**src/rtl/fetch_pc_gen_if.sv**
```systemverilog
// Fetch front-end bundle: redirect/stall control, I-cache request/response channel
// and the two-slot packet handed to the fetch buffer.
interface fetch_pc_gen_if;
  logic        stall;
  logic        redirect;
  logic [31:0] redirect_pc;
  logic        icache_req;
  logic [31:0] icache_addr;
  logic        icache_ready;
  logic        icache_valid;
  logic [63:0] icache_data;
  logic        icache_ack;
  logic [31:0] pc;
  logic [63:0] irin;
  logic        if0;
  logic        if1;
  logic        flag;

  modport master (
    input  stall, redirect, redirect_pc, icache_ready, icache_valid, icache_data,
    output icache_req, icache_addr, icache_ack, pc, irin, if0, if1, flag
  );

  modport slave (
    output stall, redirect, redirect_pc, icache_ready, icache_valid, icache_data,
    input  icache_req, icache_addr, icache_ack, pc, irin, if0, if1, flag
  );
endinterface

```
**src/rtl/fetch_pc_gen.sv**
```systemverilog
// Sequential fetch PC generator: one outstanding aligned I-cache request at a time,
// each returned line becomes a two-slot packet for the fetch buffer.
module fetch_pc_gen #(
  parameter logic [31:0] RESET_PC = 32'h1c000000
) (
  input  logic           clk,
  input  logic           rstn,
  fetch_pc_gen_if.master io_bus
);

  typedef enum logic [1:0] {REQ, WAIT, DROP} StateT;

  StateT       r_state;
  StateT       w_nextState;
  logic [31:0] r_fetchPc;
  logic [31:0] r_reqPc;
  logic [31:0] r_pc;
  logic [63:0] r_irin;
  logic        r_if0;
  logic        r_if1;
  logic        r_flag;

  logic        w_req;
  logic        w_ack;
  logic        w_take;
  logic        w_stall;
  logic        w_redirect;
  logic        w_ready;
  logic        w_valid;
  logic [31:0] w_redirectTarget;

  assign w_stall          = io_bus.stall;
  assign w_redirect       = io_bus.redirect;
  assign w_ready          = io_bus.icache_ready;
  assign w_valid          = io_bus.icache_valid;
  assign w_redirectTarget = io_bus.redirect_pc & 32'hFFFF_FFFC;

  always_ff @(posedge clk) begin
    if (!rstn) begin
      r_state <= REQ;
    end else begin
      r_state <= w_nextState;
    end
  end

  always_comb begin
    w_nextState = r_state;
    case (r_state)
      REQ: begin
        if (w_req && w_ready) w_nextState = WAIT;
      end
      WAIT: begin
        if (w_redirect)  w_nextState = w_valid ? REQ : DROP;
        else if (w_ack)  w_nextState = REQ;
      end
      DROP: begin
        if (w_valid) w_nextState = REQ;
      end
      default: w_nextState = REQ;
    endcase
  end

  // In WAIT a response is always taken under redirect (to discard it); otherwise only
  // when the packet slot is free or being drained at this edge.
  always_comb begin
    w_req = 1'b0;
    w_ack = 1'b0;
    if (rstn) begin
      case (r_state)
        REQ:     w_req = !w_redirect;
        WAIT:    w_ack = w_valid && (w_redirect || !r_flag || !w_stall);
        DROP:    w_ack = w_valid;
        default: begin
          w_req = 1'b0;
          w_ack = 1'b0;
        end
      endcase
    end
  end

  assign w_take = (r_state == WAIT) && w_ack && !w_redirect;

  always_ff @(posedge clk) begin
    if (!rstn) begin
      r_fetchPc <= RESET_PC;
      r_reqPc   <= 32'd0;
      r_pc      <= 32'd0;
      r_irin    <= 64'd0;
      r_if0     <= 1'b0;
      r_if1     <= 1'b0;
      r_flag    <= 1'b0;
    end else if (w_redirect) begin
      r_fetchPc <= w_redirectTarget;
      r_flag    <= 1'b0;
      r_if0     <= 1'b0;
      r_if1     <= 1'b0;
    end else begin
      if (w_req && w_ready) r_reqPc <= r_fetchPc;
      if (w_take) begin
        r_irin    <= io_bus.icache_data;
        r_pc      <= r_reqPc;
        r_if0     <= ~r_reqPc[2];
        r_if1     <= 1'b1;
        r_flag    <= 1'b1;
        r_fetchPc <= (r_reqPc & 32'hFFFF_FFF8) + 32'd8;
      end else if (r_flag && !w_stall) begin
        r_flag <= 1'b0;
        r_if0  <= 1'b0;
        r_if1  <= 1'b0;
      end
    end
  end

  assign io_bus.icache_req  = w_req;
  assign io_bus.icache_addr = r_fetchPc & 32'hFFFF_FFF8;
  assign io_bus.icache_ack  = w_ack;
  assign io_bus.pc          = r_pc;
  assign io_bus.irin        = r_irin;
  assign io_bus.if0         = r_if0;
  assign io_bus.if1         = r_if1;
  assign io_bus.flag        = r_flag;

endmodule
```
**src/flat_wrapper.sv**
```systemverilog
// flat-port wrapper written by rule: the top's interface ports become plain ports
module fetch_pc_gen_flat 
#(
  parameter logic [31:0] RESET_PC = 32'h1c000000
)
  (clk, rstn, io_bus_stall, io_bus_redirect, io_bus_redirect_pc, io_bus_icache_ready, io_bus_icache_valid, io_bus_icache_data, io_bus_icache_req, io_bus_icache_addr, io_bus_icache_ack, io_bus_pc, io_bus_irin, io_bus_if0, io_bus_if1, io_bus_flag);
  fetch_pc_gen_if io_bus_i ();
  input  logic clk;
  input  logic rstn;
  input wire logic [$bits(io_bus_i.stall)-1:0] io_bus_stall;
  input wire logic [$bits(io_bus_i.redirect)-1:0] io_bus_redirect;
  input wire logic [$bits(io_bus_i.redirect_pc)-1:0] io_bus_redirect_pc;
  input wire logic [$bits(io_bus_i.icache_ready)-1:0] io_bus_icache_ready;
  input wire logic [$bits(io_bus_i.icache_valid)-1:0] io_bus_icache_valid;
  input wire logic [$bits(io_bus_i.icache_data)-1:0] io_bus_icache_data;
  output wire logic [$bits(io_bus_i.icache_req)-1:0] io_bus_icache_req;
  output wire logic [$bits(io_bus_i.icache_addr)-1:0] io_bus_icache_addr;
  output wire logic [$bits(io_bus_i.icache_ack)-1:0] io_bus_icache_ack;
  output wire logic [$bits(io_bus_i.pc)-1:0] io_bus_pc;
  output wire logic [$bits(io_bus_i.irin)-1:0] io_bus_irin;
  output wire logic [$bits(io_bus_i.if0)-1:0] io_bus_if0;
  output wire logic [$bits(io_bus_i.if1)-1:0] io_bus_if1;
  output wire logic [$bits(io_bus_i.flag)-1:0] io_bus_flag;
  assign io_bus_i.stall = io_bus_stall;
  assign io_bus_i.redirect = io_bus_redirect;
  assign io_bus_i.redirect_pc = io_bus_redirect_pc;
  assign io_bus_i.icache_ready = io_bus_icache_ready;
  assign io_bus_i.icache_valid = io_bus_icache_valid;
  assign io_bus_i.icache_data = io_bus_icache_data;
  assign io_bus_icache_req = io_bus_i.icache_req;
  assign io_bus_icache_addr = io_bus_i.icache_addr;
  assign io_bus_icache_ack = io_bus_i.icache_ack;
  assign io_bus_pc = io_bus_i.pc;
  assign io_bus_irin = io_bus_i.irin;
  assign io_bus_if0 = io_bus_i.if0;
  assign io_bus_if1 = io_bus_i.if1;
  assign io_bus_flag = io_bus_i.flag;
  fetch_pc_gen #(.RESET_PC(RESET_PC)) u_core (.clk(clk), .rstn(rstn), .io_bus(io_bus_i));
endmodule
```
**config.mk**
```make
export PLATFORM = sky130hd
export DESIGN_NAME = fetch_pc_gen_flat
export DESIGN_NICKNAME = d
export VERILOG_FILES = /design/src/rtl/fetch_pc_gen_if.sv /design/src/rtl/fetch_pc_gen.sv /design/src/flat_wrapper.sv
export SDC_FILE = /design/constraint.sdc
export NUM_CORES = 1
export LEC_CHECK = 0
export ABC_AREA = 1
export CORE_UTILIZATION = 47
export CTS_BUF_LIST = sky130_fd_sc_hd__clkbuf_4 sky130_fd_sc_hd__clkbuf_8
export CTS_CLUSTER_SIZE = 10
export DETAILED_ROUTE_END_ITERATION = 6
export PLACE_DENSITY = 0.82
export SLEW_MARGIN = 20
export SYNTH_ARGS = -nofsm -noshare
export SYNTH_HDL_FRONTEND = slang
export SYNTH_SLANG_ARGS = --single-unit
```
**constraint.sdc**
```tcl
create_clock -name clk -period 2.2 [get_ports clk]
set_clock_uncertainty 0.2 [all_clocks]
set_input_delay 0.33 -clock clk [delete_from_list [all_inputs] [get_ports clk]]
set_output_delay 0.33 -clock clk [all_outputs]
set_load 0.01 [all_outputs]
```
Word-level counts from Yosys, hierarchy flattened --
Index checks and enable logic that the tools add are counted.
Cells by class: $add $sub $neg 1, equality and inequality tests 5, mux-type cells 15, bitwise logic cells 3, reduce and logical (&&, ||, !) cells 17
Operators by type and width (number):
- 32-bit 2-to-1 mux | 2
- 32-bit by 4-bit adder with 32-bit output (second input constant) | 1
- 2-bit 2-to-1 mux | 5
- 1-bit 2-to-1 mux | 6
- 2-bit case mux with 3 select lines | 1
- 1-bit logical AND | 5
- 2-bit AND reduction | 2
- 2-bit nonzero test | 2
- 1-bit zero test | 3
- 3-bit by 2-bit != test with 1-bit output (second input constant) | 1
- 1-bit NOT | 3
- 3-bit AND reduction | 1
- 2-bit by 1-bit equality test with 1-bit output (second input constant) | 1
- 2-bit equality test (second input constant) | 1
- 2-bit zero test | 1
- 1-bit logical OR | 2
- 2-bit by 1-bit != test with 1-bit output (second input constant) | 1
- 2-bit != test (second input constant) | 1
- 1-bit case mux with 2 select lines | 1
- 2-bit OR reduction | 1
Storage, ports and cells: register bits 164, input port bits 102, output and inout bits 133, word-level logic and storage cells 49

Logic depth before layout (Yosys ltp) --
Gate-level depths: netlist of the first run.
depth after elaboration 10, depth in mapped cells 12

Worst setup path after synthesis of the first run --
Ideal clock, no wire load.
kind register -> register, start point register u_core.r_state[1], end point register u_core.r_irin[33] (netlist: u_core.io_bus.irin[33]), data arrival time 1530 ps, required time 1930 ps, slack 400 ps, cell stages (with the launch flop) 10, buffers on the path 2, period minus slack after synthesis 1800 ps, cell sequence dfxtp_1 > inv_1 > ha_1 > a21oi_1 > nand2_2 > nand3_4 > buf_4 > buf_2 > nand2_1 > a21oi_1
Between the ends: longest elaborated chain between the ends 6
Ends and longest elaborated chain:
- start: declaration | line fetch_pc_gen.sv:13 | StateT r_state;
- start signal: assignment | line fetch_pc_gen.sv:42 | r_state <= w_nextState;
- 2-bit equality test or 2-bit by 1-bit equality test with 1-bit output (tied branches) | line fetch_pc_gen.sv:69, fetch_pc_gen.sv:81
- 1-bit case mux with 2 select lines | line fetch_pc_gen.sv:69 | case (r_state)
- 1-bit 2-to-1 mux | line fetch_pc_gen.sv:68 | if (rstn) begin
- 1-bit logical AND * (2 in a row) | line fetch_pc_gen.sv:81 | assign w_take = (r_state == WAIT) && w_ack && !w_redirect;
- 2-bit AND reduction (no source line) *
- end signal: assignment | line fetch_pc_gen.sv:100 | r_irin <= io_bus.icache_data;
- end: declaration | line fetch_pc_gen.sv:18 | logic [63:0] r_irin;
Mark *: on every way between the ends. The rest lies on a longest branch, timed or not. A chain may end at the register's enable or synchronous reset.

Worst setup path after layout of the first run --
start point register u_core.r_state[0], end point output port io_bus_icache_ack
Between the ends: longest elaborated chain between the ends 3
Ends and longest elaborated chain:
- 2-bit equality test or 2-bit by 1-bit equality test with 1-bit output (tied branches) | line fetch_pc_gen.sv:69
- 1-bit case mux with 2 select lines * | line fetch_pc_gen.sv:69
- 1-bit 2-to-1 mux * | line fetch_pc_gen.sv:68
- end: declaration | line flat_wrapper.sv:18 | output wire logic [$bits(io_bus_i.icache_ack)-1:0] io_bus_icache_ack;
Marked as above.

==> results of run 1 <==
## repair_timing
item                                    4_1_cts  5_1_grt
cloned                                        0        0
resized for setup                             7        3
endpoints found under the setup margin        2       13
pin swaps                                     0        0
## Yosys cell counts (3+ instances only)
cell type,number,share of area [%]
a21oi_1,144,10
a31oi_1,4,0.36
buf_2,15,1.1
buf_4,40,4.4
buf_6,4,0.66
clkbuf_1,26,1.4
dfxtp_1,158,46
ha_1,5,0.91
inv_1,52,2.8
inv_2,4,0.22
nand2_1,304,17
nand3_1,42,3.1
nand4_1,4,0.36
nor2_1,68,3.7
nor3_1,3,0.22
o211a_1,3,0.44
o21ai_0,54,3.9
xor2_1,5,0.64
## routing by layer
layer,vias up,GRT usage (%),part of all wire [%]
li1,3429,-,-
met1,3037,32.8,45
met2,269,38.9,45
met3,26,7.25,8.4
met4,0,8.00,1.4
met5,-,0,0
## stage by stage
step / utilization [%] / area (um^2) / hold slack, ns / TNS [ns] / setup slack, ns
finish: 68.5 / 9620 / 0.224 / 0 / 0.0846
global route: 68.5 / 9620 / 0.219 / 0 / 0.00268
CTS: 68.5 / 9620 / 0.203 / 0 / 0.0593
detailed placement: 65.5 / 9200 / 0.254 / -1.41 / -0.0991
global placement: 65.5 / 9200 / 0.249 / -0.158 / -0.0736
floorplan: - / 6880 / 0.240 / 0 / 0.400
## flip-flops by register name, summed over array words and instances (netlist names)
signal	count
u_core.r_reqPc	30
u_core.io_bus.if0	1
u_core.io_bus.if1	1
u_core.io_bus.pc	30
u_core.io_bus.irin	64
u_core.r_state	2
u_core.r_fetchPc	30
## cells by family (layout without fill, tap and decap cells)
| kind of cell | after synthesis | after routing | share of synthesized area (%) |
|---|---|---|---|
| other | 1 | 5 | 0.0546 |
| AND/OR/NAND/NOR | 434 | 434 | 25.8 |
| AO/OA/AOI/OAI | 208 | 208 | 15.6 |
| XOR/XNOR | 7 | 7 | 0.893 |
| buffers and inverters | 142 | 349 | 10.7 |
| adder cells (fa/ha/maj) | 5 | 5 | 0.911 |
| flip-flops | 158 | 158 | 46.1 |
## report_power, final
part | total (mW) | internal (mW) | switching [mW]
Sequential | 3.08 | 2.98 | 0.105
Clock | 2.28 | 1.22 | 1.06
Combinational | 1.05 | 0.510 | 0.537
## critical path: cells and delay by family (launching register included)
family / cells / cell delay [ns]
and+or+nand+nor: 2 / 0.25
buffers and inverters: 3 / 0.25
adders and majority gates: 1 / 0.29
DFF: 1 / 0.35
## final cells by class
type / instances / area, um^2
Clock buffer: 21 / 283
Clock inverter: 11 / 139
Fill cell: 1209 / 4420
Inverter: 57 / 218
Multi-Input combinational cell: 659 / 2990
Sequential cell: 158 / 3160
Tap cell: 180 / 225
Timing Repair Buffer: 260 / 2610
## worst max path at each step
| stage | start | endpoint | slack, ns | cells after the start |
|---|---|---|---|---|
| 3_5_place_dp | rstn | io_bus_icache_ack | -0.1 | 5 |
| 5_1_grt | u_core.r_state[1]$_SDFFE_PN0P_ | io_bus_icache_ack | 0.003 | 6 |
| 6_report | u_core.r_state[0]$_SDFFE_PN0P_ | io_bus_icache_ack | 0.08 | 6 |
| 3_3_place_gp | rstn | io_bus_icache_ack | -0.07 | 5 |
| 2_1_floorplan | u_core.r_state[1]$_SDFFE_PN0P_ | u_core.io_bus.irin[33]$_SDFFE_PN0P_ | 0.40 | 9 |
| 4_1_cts | u_core.r_state[1]$_SDFFE_PN0P_ | io_bus_icache_ack | 0.06 | 6 |
==> results.md, run 1 <==
- Fmax: 0.473 GHz
- Post-CTS setup buffers: 0
- Routability cong.: 0.883
- Max VDD drop: 0.000481 V
- Die area: 0.0151 mm^2
- Fin. max-slew vios: 0
- CP max stage delay: 0.35 ns
- Die height: 123 um
- Status: finished, final reports clean
- Setup-failing EPs final: 0
- Drt pass-1 iters: 5
- Total Routing Usage GR: 24.9%
- N_diodes: 0
- Cell count of the worst hold path: 3
- Post-DP HPWL: 13500 um
- FF-to-FF setup slack: 0.12 ns
- CTS Buffer Depth: 2
- Routed WL per cell: 14.1 um
- First-pass GRT wire length: 29300 um
- Area growth from synthesis to layout: 40.1%
- Pin count of the biggest net entering global routing: 49
- 1st-iter DRT viols: 405
- Initial Util: 48.9%
- Ys async rst share: 0%
- Hold EP: u_core.io_bus.irin[46]$_SDFFE_PN0P_
- Post-synthesis sequential area ratio: 46.1%
- Final wirelength: 19000 um
- Root Buffer Master: clkbuf_8
- RSZ-0062 raised after global routing: false
- Via Count: 6761
- Htree depth: 4
- Min-Delay Path Class: in2reg
- Crit path kind: reg2out
- Max-cap check violation count: 0
- Placeable Area: 0.0140 mm^2
- Worst r2r src: u_core.r_state[0]$_SDFFE_PN0P_
- Pwr Density: 666 mW/mm^2
- Hold Buf Count CTS: 0
- Reg2reg path depth: 9
- CP max FO: 4
- Rows: 43
- LEAKAGE: 3.52 nW
- Synth Register Bits: 158
- I/O Buffers: 227
- Vias in the first global route: 6029
- Gr ovfl total: 0
- CTS sink cnt: 158
- Clk pin slew, worst setup/hold paths: 0.08 ns
- IO Pins: 235
- Nets: 1260
- CP endpoint kind: primary output
- Cts bufs inserted: 17
- Antenna Nets Post-Route: 0
- Final Cycle Share: 96.2%
- Hold_sp: io_bus_icache_data[46]
- Final Hold Violating Endpoints: 0
- TritonCTS clock tree: built
- Commonest register cell after synthesis: dfxtp_1
- Vias per cell: 5.02
- Worst EP required: 1.67 ns
- Commonest non-fill, non-tap cell in the layout: nand2_1
- Reg-to-reg critical path endpoint: u_core.io_bus.irin[37]$_SDFFE_PN0P_
- Clock latency on the worst-skew pair: 0.45 ns
- Cell Area, Synth: 0.00687 mm^2
- Initial antenna violation count: 0
- Number of synthesized flops with an enable pin: 0
- CP max stage cell: dfxtp_1
- CP Launch Type: flop
- Mean Syn Cell Area: 7.19 um^2
- Worst path cell trace: inv_2 -> ha_1 -> and3_4 -> nand2_1 -> inv_1 -> buf_2
- DRC errors left: 0
- Share of layout cells above drive strength 1: 7.38%
- Final worst path period need: 2.12 ns
- Yosys warning total: 0
- Die Span X: 123 um
- Yosys cell types: 32
- Non-filler cells, final: 1346
- Inst Count DP: 1314
- Mapped Cells: 955
- Worst Path Arrival: 1.59 ns
- Commonest non-fill, non-tap cells in the layout: 304 x nand2_1, 225 x clkdlybuf4s50_1, 158 x dfxtp_1
- Overall power: 6.41 mW
(Power assumes the default switching activity.)
==> run 2, diff against run 1 <==
Settings changed: REMOVE_ABC_BUFFERS set to 1.
==> results.md, run 2 (synthesized netlist as in run 1, its figures left out) <==
- Status: finished, final reports clean
- CP max stage delay: 0.34 ns (about the same)
- CTS Buffer Depth: 2 (unchanged)
- Total Routing Usage GR: 25.2% (+0.33 points)
- Max FFs per register: 64 (unchanged)
- Die height: 123 um (unchanged)
- Commonest non-fill, non-tap cell in the layout: nand2_1
- Setup crit end: io_bus_icache_ack
- Initial antenna violation count: 0 (unchanged)
- First-pass GRT wire length: 29700 um (+1.5%)
- Die area: 0.0151 mm^2 (unchanged)
- Finished Core Util: 69.0% (+0.48 points)
- Grt met3 use: 6.51% (-0.74 points)
- Htree depth: 4 (unchanged)
- TritonCTS clock tree: built
- Reg2reg path depth: 11 (+2)
- Post-DP HPWL: 13700 um (+1.9%)
- Drt pass-1 iters: 5 (unchanged)
- Nets: 1260 (unchanged)
- Met1 GRT Util: 29.6% (-3.2 points)
- Initial Util: 48.9% (unchanged)
- Worst path buffer plus inverter count: 3 (unchanged)
- Area growth from synthesis to layout: 41.1%
- Final Hold Violating Endpoints: 0 (unchanged)
- CP Launch Type: flop
- Final worst path period need: 2.08 ns (-0.0389 ns)
- Min-Delay Path Class: in2reg
- CP max stage cell: dfxtp_2
- I/O Buffers: 227 (unchanged)
- CTS sink cnt: 158 (unchanged)
- CP endpoint kind: primary output
- Placeable Area: 0.0140 mm^2 (unchanged)
- Cts bufs inserted: 17 (unchanged)
- Fmax: 0.482 GHz (+1.9%)
- Gr ovfl total: 0 (unchanged)
- Overall power: 6.51 mW (+1.5%)
- Worst r2r src: u_core.r_state[1]$_SDFFE_PN0P_
- FF-to-FF setup slack: 0.17 ns (+0.05 ns)
- WP depth: 6 (unchanged)
- Antenna Nets Post-Route: 0 (unchanged)
- Via Count: 6842 (+1.2%)
- N_diodes: 0 (unchanged)
- DRC errors left: 0 (unchanged)
- Clk pin slew, worst setup/hold paths: 0.08 ns (about the same)
- Max-cap check violation count: 0 (unchanged)
- CP delay by family, top: flip-flops
- Max VDD drop: 0.000531 V (+10%)
- Routability cong.: 0.911 (+3.2%)
- # fillers: 1159 (-4.1%)
- Hold Buf Count CTS: 0 (unchanged)
- Final Cycle Share: 94.4% (-1.8 points)
- Worst Path Arrival: 1.55 ns (-0.04 ns)
- CP max FO: 4 (unchanged)
- Setup-failing EPs final: 0 (unchanged)
- IO Pins: 235 (unchanged)
- Share of layout cells above drive strength 1: 7.63% (+0.26 points)
- Worst EP required: 1.67 ns (about the same)
- Final wirelength: 19200 um (+1.2%)
- Pin count of the biggest net entering global routing: 76 (+55%)
- Die Span X: 123 um (unchanged)
- Root Buffer Master: clkbuf_8
- Global route hottest layer: met2
- RSZ-0062 raised after global routing: false
- Crit path kind: reg2out
- Routed WL per cell: 14.3 um (+1.2%)
- Vias in the first global route: 6280 (+4.2%)
- Clock latency on the worst-skew pair: 0.44 ns (about the same)
- Pwr Density: 672 mW/mm^2 (+0.81%)
- Fin. max-slew vios: 0 (unchanged)
- LEAKAGE: 3.55 nW (+0.83%)
- Met2 usage in global routing: 44.8% (+5.9 points)
- Crit. Startpoint: u_core.r_state[1]$_SDFFE_PN0P_
- Worst path cell trace: inv_2 -> ha_2 -> and3_4 -> nand2_1 -> inv_1 -> buf_2
- Commonest non-fill, non-tap cells in the layout: 304 x nand2_1, 224 x clkdlybuf4s50_1, 156 x dfxtp_1
- Reg-to-reg critical path endpoint: u_core.r_fetchPc[28]$_SDFFE_PN1P_
- 1st-iter DRT viols: 544 (+34%)
- Post-CTS setup buffers: 0 (unchanged)
- Rows: 43 (unchanged)
- Vias per cell: 5.08 (+1.2%)
run 2: what timing repair did:
item,in CTS,in global routing
cloned,0,0
endpoints found under the setup margin,2,1
gates resized for setup,12,1
run 2: report_power, final:
| group | internal, mW | total, mW | switching, mW |
|---|---|---|---|
| logic | 0.514 | 1.06 | 0.547 |
| clock network | 1.32 | 2.36 | 1.04 |
| registers | 2.98 | 3.09 | 0.107 |
run 2: layer usage:
layer	part of all wire (%)	vias to the layer above
li1	-	3437
met1	42	3130
met2	49	255
met3	7.4	20
met4	1.2	0
met5	0	-
run 2: metrics by stage:
stage                     TNS [ns]  hold WS [ns]  std cells  setup slack, ns  area [um^2]
after global routing             0         0.215       1346           0.0249         9690
after CTS                        0         0.222       1346           0.0968         9690
after floorplan             -68.01         0.228        874           -0.660         6360
after detailed placement    -10.64         0.253       1314           -0.225         9250
final                            0         0.238       1346            0.124         9690
after global placement       -6.35         0.250       1314           -0.206         9250
run 2: area by class of cell:
cell class / instances / area (um^2) / area share (%)
sequential: 158 / 3170 / 32.7
multi-input combinational: 659 / 2990 / 30.9
timing repair buffer: 260 / 2650 / 27.4
clock buffer: 21 / 277 / 2.85
tap: 180 / 225 / 2.32
inverter: 57 / 218 / 2.25
clock inverter: 11 / 164 / 1.69
run 2: worst min path at each step:
stage                                        startpoint                                   to  slack [ns]  depth (start not counted)
detailed placement  u_core.io_bus.irin[51]$_SDFFE_PN0P_  u_core.io_bus.irin[51]$_SDFFE_PN0P_        0.25                          2
floorplan                                          rstn    u_core.r_fetchPc[10]$_SDFFE_PN0P_        0.23                          2
finish                           io_bus_icache_data[52]  u_core.io_bus.irin[52]$_SDFFE_PN0P_        0.24                          3
CTS                              io_bus_icache_data[60]  u_core.io_bus.irin[60]$_SDFFE_PN0P_        0.22                          3
global route                     io_bus_icache_data[24]  u_core.io_bus.irin[24]$_SDFFE_PN0P_        0.21                          3
global placement     u_core.io_bus.irin[6]$_SDFFE_PN0P_   u_core.io_bus.irin[6]$_SDFFE_PN0P_        0.25                          2
run 2: tightest hold or removal path: stages:
cell and delay [ns]:
clkdlybuf4s50_1 0.40, nand2_1 0.06, a21oi_1 0.05
==> run 3, diff against run 2 <==
Settings changed: CTS_BUF_LIST sky130_fd_sc_hd__clkbuf_4 sky130_fd_sc_hd__clkbuf_8 to sky130_fd_sc_hd__clkbuf_2, CTS_CLUSTER_SIZE 10 to not set.
==> results.md, run 3 (synthesized netlist as in run 1, its figures left out) <==
- Status: finished, violations left
- Failing checks: negative setup slack
- LEAKAGE: 4.80 nW (+35%)
- CP endpoint kind: primary output
- IO Pins: 235 (unchanged)
- Vias in the first global route: 6985 (+11%)
- First-pass GRT wire length: 33300 um (+12%)
- I/O Buffers: 227 (unchanged)
- Fin. max-slew vios: 0 (unchanged)
- CP max stage cell: dfxtp_4
- Antenna Nets Post-Route: 0 (unchanged)
- Cell count of the worst hold path: 5 (+2)
- Setup-failing EPs final: 1 (+1)
- CP max stage delay: 0.42 ns (+0.08 ns)
- Min-Delay Path Class: in2reg
- N_diodes: 0 (unchanged)
- Pwr Density: 588 mW/mm^2 (-13%)
- Crit path kind: reg2out
- Rows: 43 (unchanged)
- CP max FO: 3 (-1)
- CP Launch Type: flop
- RSZ-0062 raised after global routing: true
- Worst Path Arrival: 1.80 ns (+0.25 ns)
- Die height: 123 um (unchanged)
- Final worst path period need: 2.33 ns (+0.250 ns)
- Commonest non-fill, non-tap cells in the layout: 302 x nand2_1, 143 x a21oi_1, 106 x dlygate4sd2_1
- Routability cong.: 0.911 (unchanged)
- Fmax: 0.430 GHz (-11%)
- Max FFs per register: 64 (unchanged)
- Gr ovfl total: 0 (unchanged)
- Final wirelength: 22300 um (+16%)
- Placeable Area: 0.0140 mm^2 (unchanged)
- Vias per cell: 5.18 (+1.9%)
- Clk pin slew, worst setup/hold paths: 0.22 ns (+0.14 ns)
- Cts bufs inserted: 17 (unchanged)
- Clock latency on the worst-skew pair: 0.72 ns (+0.28 ns)
- Via Count: 7467 (+9.1%)
- Initial antenna violation count: 0 (unchanged)
- Drt pass-1 iters: 6 (+1)
- Initial Util: 48.9% (unchanged)
- Die area: 0.0151 mm^2 (unchanged)
- Commonest non-fill, non-tap cell in the layout: nand2_1
- Worst path cell trace: inv_4 -> ha_4 -> and3_4 -> nand2_4 -> inv_2 -> buf_6
- Htree depth: 4 (unchanged)
- Pin count of the biggest net entering global routing: 76 (unchanged)
- CTS Buffer Depth: 2 (unchanged)
- Overall power: 6.17 mW (-5.2%)
- Reg2reg path depth: 9 (-2)
- CTS sink cnt: 158 (unchanged)
- Worst EP required: 1.67 ns (about the same)
- Total Routing Usage GR: 28.5% (+3.4 points)
- Worst setup margin: -0.126 ns (-0.250 ns)
- 1st-iter DRT viols: 606 (+11%)
- Max-cap check violation count: 0 (unchanged)
- Share of layout cells above drive strength 1: 15.5% (+7.9 points)
- Final setup TNS: -0.126 ns (-0.126 ns)
- Die Span X: 123 um (unchanged)
- DRC errors left: 0 (unchanged)
- TritonCTS clock tree: built
- Root Buffer Master: clkbuf_2
- Nets: 1356 (+7.6%)
- Area growth from synthesis to layout: 52.9%
- Max VDD drop: 0.000568 V (+7.0%)
- Post-DP HPWL: 13700 um (unchanged)
- Final Hold Violating Endpoints: 0 (unchanged)
- Routed WL per cell: 15.5 um (+8.4%)
- Final Cycle Share: 106% (+11 points)
[run 3: cell types whose count changed in the layout (fill, tap and decap cells not counted), moves of 19 or more]
cell and change:
clkdlybuf4s50_1 -125, dlygate4sd2_1 +104, dfxtp_2 +79, dlymetal6s2s_1 +20, dlygate4sd3_1 +73, clkbuf_2 +19
clkbuf_8 -19, dfxtp_1 -80, buf_4 +23
[run 3: what timing repair did]
action                                 4_1_cts  5_1_grt
setup buffers                               18        5
hold buffers                                73        0
resized for setup                          202       33
setup endpoints to repair                  125       23
gates cloned                                 0        0
pin swaps                                    2        3
endpoints found under the hold margin       73        0
[run 3: critical path, delay by kind of cell, from the launching register on]
family,cells,cell delay (ns)
adder cells (fa/ha/maj),1,0.25
buffers and inverters,3,0.19
flip-flops,1,0.42
AND/OR/NAND/NOR,2,0.25
[run 3: area by class of cell]
cell class                 instances  area [um^2]
clock buffer                      19         95.1
multi-input combinational        659         3030
tap                              180          225
clock inverter                    13          171
sequential                       158         3270
fill                            1024         3550
inverter                          57          223
timing repair buffer             356         3480
[run 3: layer usage]
layer	wire, um	up-vias	GRT usage, %
met1	8930	3472	31.9
met3	1660	52	7.25
met5	0	-	0
li1	-	3625	-
met4	623	0	13.0
met2	11100	318	50.6
[run 3: stage by stage]
step	setup slack, ns	utilization [%]	hold WS, ns	cells	cell area, um^2
2_1_floorplan	-0.660	-	0.228	874	6360
3_3_place_gp	-0.206	65.8	0.250	1314	9250
3_5_place_dp	-0.225	65.8	0.253	1314	9250
4_1_cts	-0.190	73.8	0.00180	1437	10400
5_1_grt	-0.254	74.7	0.0163	1442	10500
6_report	-0.126	74.7	0.0469	1442	10500
[run 3: report_power, final]
part	switching [mW]	internal, mW	total, mW
sequential	0.114	3.00	3.11
combinational	0.630	0.655	1.28
clock	1.03	0.741	1.77
total	1.77	4.39	6.17
[run 3: path summary, 6_finish.rpt]
| path | start | endpoint | slack (ns) |
|---|---|---|---|
| max | u_core.r_state[0]$_SDFFE_PN0P_ | io_bus_icache_ack | -0.13 |
| min | io_bus_redirect_pc[25] | u_core.r_fetchPc[25]$_SDFFE_PN0P_ | 0.05 |
| max reg2reg | u_core.r_state[0]$_SDFFE_PN0P_ | u_core.io_bus.irin[12]$_SDFFE_PN0P_ | 0.09 |
| min reg2reg | u_core.io_bus.irin[16]$_SDFFE_PN0P_ | u_core.io_bus.irin[16]$_SDFFE_PN0P_ | 0.27 |
